$ cat src/rtl/control_fsm_p.sv
// Parametrised processor control unit: owns the IR and T0..T3 step counter and
// decodes mv/mvi/add/sub/mvnz into datapath strobes plus Done/Busy/Illegal.
module control_fsm_p #(
  parameter  int REG_BITS = 3,
  parameter  int DW       = 16,
  localparam int IW       = 3 + 2*REG_BITS,
  localparam int NREG     = 2**REG_BITS
) (
  input  logic            Clock,
  input  logic            Resetn,
  input  logic            Run,
  input  logic [DW-1:0]   DIN,
  input  logic            G_nz,
  output logic [1:0]      Tstep,
  output logic [IW-1:0]   IR,
  output logic            IRin,
  output logic            Ain,
  output logic            Gin,
  output logic            AddSub,
  output logic [NREG-1:0] Rin,
  output logic [NREG-1:0] Rout,
  output logic            DINout,
  output logic            Gout,
  output logic            Done,
  output logic            Busy,
  output logic            Illegal
);
  typedef enum logic [1:0] {T0 = 2'd0, T1 = 2'd1, T2 = 2'd2, T3 = 2'd3} step_t;

  localparam logic [2:0] OP_MV   = 3'b000;
  localparam logic [2:0] OP_MVI  = 3'b001;
  localparam logic [2:0] OP_ADD  = 3'b010;
  localparam logic [2:0] OP_SUB  = 3'b011;
  localparam logic [2:0] OP_MVNZ = 3'b100;

  step_t               r_state, w_next;
  logic [IW-1:0]       r_ir;
  logic [2:0]          w_op;
  logic [NREG-1:0]     w_xdec, w_ydec;
  logic                w_unused_din;

  // Only the low IW bits of DIN are an instruction; the rest are don't-care here.
  assign w_unused_din = ^DIN;

  assign w_op   = r_ir[IW-1 -: 3];
  assign w_xdec = {{(NREG-1){1'b0}}, 1'b1} << r_ir[2*REG_BITS-1 -: REG_BITS];
  assign w_ydec = {{(NREG-1){1'b0}}, 1'b1} << r_ir[REG_BITS-1:0];

  assign Tstep = r_state;
  assign IR    = r_ir;
  assign Busy  = (r_state != T0);

  always_ff @(posedge Clock) begin
    if (!Resetn) begin
      r_state <= T0;
      r_ir    <= '0;
    end else begin
      r_state <= w_next;
      if (IRin) r_ir <= DIN[IW-1:0];
    end
  end

  always_comb begin
    w_next  = r_state;
    IRin    = 1'b0;
    Ain     = 1'b0;
    Gin     = 1'b0;
    AddSub  = 1'b0;
    Rin     = '0;
    Rout    = '0;
    DINout  = 1'b0;
    Gout    = 1'b0;
    Done    = 1'b0;
    Illegal = 1'b0;
    case (r_state)
      T0: begin
        // IRin reflects the actual IR load, which reset blocks.
        IRin   = Run & Resetn;
        w_next = Run ? T1 : T0;
      end
      T1: begin
        case (w_op)
          OP_MV: begin
            Rout = w_ydec;
            Rin  = w_xdec;
            Done = 1'b1;
          end
          OP_MVI: begin
            DINout = 1'b1;
            Rin    = w_xdec;
            Done   = 1'b1;
          end
          OP_ADD, OP_SUB: begin
            Rout = w_xdec;
            Ain  = 1'b1;
          end
          OP_MVNZ: begin
            Done = 1'b1;
            if (G_nz) begin
              Rout = w_ydec;
              Rin  = w_xdec;
            end
          end
          default: begin
            Illegal = 1'b1;
            Done    = 1'b1;
          end
        endcase
        w_next = Done ? T0 : T2;
      end
      T2: begin
        Rout   = w_ydec;
        Gin    = 1'b1;
        AddSub = (w_op == OP_SUB);
        w_next = T3;
      end
      T3: begin
        Gout   = 1'b1;
        Rin    = w_xdec;
        Done   = 1'b1;
        w_next = T0;
      end
      default: w_next = T0;
    endcase
  end
endmodule

$ cat config.mk
export PLATFORM = sky130hd
export DESIGN_NAME = control_fsm_p
export DESIGN_NICKNAME = d
export VERILOG_FILES = /design/src/rtl/control_fsm_p.sv
export SDC_FILE = /design/constraint.sdc
export NUM_CORES = 1
export LEC_CHECK = 0
export BUFFER_PORTS_ARGS = -buffer_cell sky130_fd_sc_hd__buf_2
export CELL_PAD_IN_SITES_DETAIL_PLACEMENT = 0
export CELL_PAD_IN_SITES_GLOBAL_PLACEMENT = 1
export CORE_UTILIZATION = 28
export CTS_BUF_LIST = sky130_fd_sc_hd__clkbuf_2 sky130_fd_sc_hd__clkbuf_4 sky130_fd_sc_hd__clkbuf_8
export CTS_CLUSTER_SIZE = 28
export DETAILED_ROUTE_END_ITERATION = 10
export MAX_ROUTING_LAYER = met4
export PLACE_DENSITY = 0.84
export SLEW_MARGIN = 10
export SYNTH_ARGS = -nofsm -noshare
export SYNTH_HDL_FRONTEND = slang
export SYNTH_SLANG_ARGS = --single-unit
$ cat constraint.sdc
create_clock -name Clock -period 1.5 [get_ports Clock]
set_input_delay 0.3 -clock Clock [delete_from_list [all_inputs] [get_ports Clock]]
set_output_delay 0.3 -clock Clock [all_outputs]
set_load 0.01 [all_outputs]
==> flow_metrics.tcl <==
set metrics [dict create \
    grt_pass1_wl_um 4630 \
    io_pins 56 \
    gr-total-overflow 0 \
    synth_top_area_share_pct 27.2 \
    hold_path.class "input pin to flip-flop" \
    coreArea_mm2 0.00276 \
    whs_path_depth 3 \
    cts_max_level 1 \
    worst-r2r-cell-count 5 \
    syn_area_um2 811 \
    initial_utilization_pct 29.4 \
    cts_inserted_buffers 3 \
    critPathRequiredTime_ns 1.20 \
    status "complete, but fails checks" \
    grt_max_degree 13 \
    antenna_left 0 \
    ys_top_cells_by_area "dfxtp_1 (27%), nand2_1 (12%), a21boi_1 (9.3%)" \
    grt_pass1_vias 1029 \
    placementRows 19 \
    multi_input_comb_area_um2 773 \
    clock_path_buffers 2 \
    rsz0062_at_grt "yes" \
    fmax_mhz 560 \
    die_area_mm2 0.00311 \
    first_pass_iters 4 \
    route.detailed.drc 0 \
    fin_skew_ns 0.00247 \
    crit_fanout 4 \
    synth.avg_cell_area_um2 7.44 \
    clk_latency_ns 0.27 \
    slew_violations 0 \
    fill_cells 249 \
    fp.dieH_um 55.8 \
    cts_root_buf "clkbuf_4" \
    synth-edff-count 0 \
    fin_crit_sh_pct 119 \
    die_w_um 55.8 \
    setup_slack_ns -0.286 \
    dpl_worst_slack_ns -0.0990 \
    totalWireLength_um 2840 \
    drt_iter0_drc 41 \
    vias_per_cell 5.08 \
    setup_viol 21 \
    cap_violations 0 \
    synth_nets 133 \
    synth_top_cell_by_area "dfxtp_1" \
    fin_crit_ns 1.79 \
    placed_cell_area_mm2 0.00130 \
    p_leak_nw 0.704 \
    power.density_mw_per_mm2 538 \
    path_class "flip-flop to output pin" \
    gr-usage-all-layers_pct 19.3 \
    regArea_um2 235 \
    gp_congestion 0.850 \
    synth_cell_types 28 \
    layout-drive-gt1-share_pct 63.9 \
    portBuffers 48 \
    antenna_found_initial 0 \
    vias 1087 \
    worst_slew_pin_slew_ns 0.339 \
    yosysWarningCount 0 \
    fin_area_mm2 0.00155 \
    finalHoldViolations 0 \
    worstSetupStartpointType "flip-flop" \
    violations "negative setup slack" \
    wire_per_inst_um 13.3 \
    diodes 0 \
    hpwlAfterDp_um 2170 \
    synth-seq-cells 11 \
    cts_tree "done" \
    cp_data_arrival_time_ns 1.49 \
    synth_ff_type "dfxtp_1" \
    end_kind "output pin" \
    final_nets 208 \
    slew_headroom_pct 77.4 \
    irDropWorstVdd_uv 580 \
    area_growth_pct 90.7 \
    yosysSeqAreaShare_pct 27.2 \
    cts.clk_slew.worst_paths_ns 0.07 \
    numClockSinks 11 \
    async_reset_ff_share_pct 0 \
    netlist_instances 109 \
]
[logic make-up (layout without fill, tap and decap cells)]
| logic type | after synthesis | in the layout | share of synthesized area (%) |
|---|---|---|---|
| AND/OR/NAND/NOR | 54 | 54 | 31.8 |
| adder cells (fa/ha/maj) | 4 | 4 | 6.17 |
| buffers and inverters | 8 | 82 | 3.86 |
| flip-flops | 11 | 11 | 27.2 |
| AO/OA/AOI/OAI | 32 | 32 | 31.0 |
[cell usage in the layout, fill, tap and decap left out, types with 3 or more instances in the layout]
cell type	netlist	routed
dfxtp_2	0	6
nor2_1	8	8
o22ai_2	0	4
buf_2	1	47
buf_6	0	5
nor3_2	0	3
nand2_1	25	23
a21boi_1	10	10
buf_4	0	20
clkbuf_4	0	4
nand2b_1	5	3
o32a_1	6	6
ha_4	0	4
dfxtp_1	11	3
[metal layers]
layer  routed length [µm]  up-vias  share of wire, %  track usage (%)
met5                    0        -                 0                -
met4                   57        0               2.0             11.1
met3                  131        6               4.6             3.26
met2                 1460       37                51             31.8
met1                 1190      503                42             22.1
li1                     -      541                 -                -
[final cells by class]
class                           count  area share [%]
Timing Repair Buffer               72            28.6
Sequential cell                    11            15.2
Inverter                            6            1.78
Tap cell                           31            2.51
Multi-Input combinational cell     90            50.0
Clock buffer                        4            1.94
[metrics by stage]
stage                     utilization [%]  power [mW]  TNS, ns  hold WS, ns  instances
after global routing                 56.1       0.883    -5.82        0.249        214
after detailed placement             47.0       0.565    -1.00        0.525        207
after floorplan                         -       0.455  -0.0104        0.435        109
final                                56.1       0.832    -4.36        0.258        214
after CTS                            54.2       0.829    -4.66        0.247        214
after global placement               47.0       0.558   -0.569        0.522        207
[sequential cells by signal, indices dropped and copies added (netlist names), named ones only]
register  cells
IR            9
Tstep         1
[critical path, cell delays in order (launching register included)]
cell,delay (ns)
dfxtp_2,0.34
inv_4,0.07
ha_4,0.16
inv_2,0.04
o21ba_4,0.20
o32ai_2,0.24
buf_2,0.17
[path summary, 6_finish.rpt]
check / start / end / slack, ns
worst max register to register: Tstep[0] / IR[6] / 0.26
worst min-delay path: DIN[7] / IR[7] / 0.26
worst max-delay path: flip-flop / Rout[1] / -0.29
worst min register to register: IR[0] / IR[0] / 0.53
[power breakdown]
group	total (mW)	leakage, nW	switching, mW	internal, mW
logic	0.280	0.592	0.145	0.135
clock network	0.217	0.0184	0.0958	0.121
registers	0.335	0.0941	0.0262	0.309
total	0.832	0.704	0.267	0.565
[what timing repair did]
action | CTS | global route
setup buffers | 3 | 0
setup endpoints to repair | 22 | 21
hold buffers | 0 | 0
pin swaps | 17 | 6
gates resized for setup | 37 | 9
[synthesized netlist by cell type (2+ instances only)]
cell       n
nand2_1   25
dfxtp_1   11
a21boi_1  10
nor2_1     8
o22ai_1    6
o32a_1     6
inv_1      5
nand2b_1   5
ha_1       4
nand3_1    3
nor3_1     3
a21oi_1    2
and2_1     2
and3_1     2
o21bai_1   2
o32ai_1    2
or2b_1     2
Note: power is estimated with default switching activity, not from simulation.
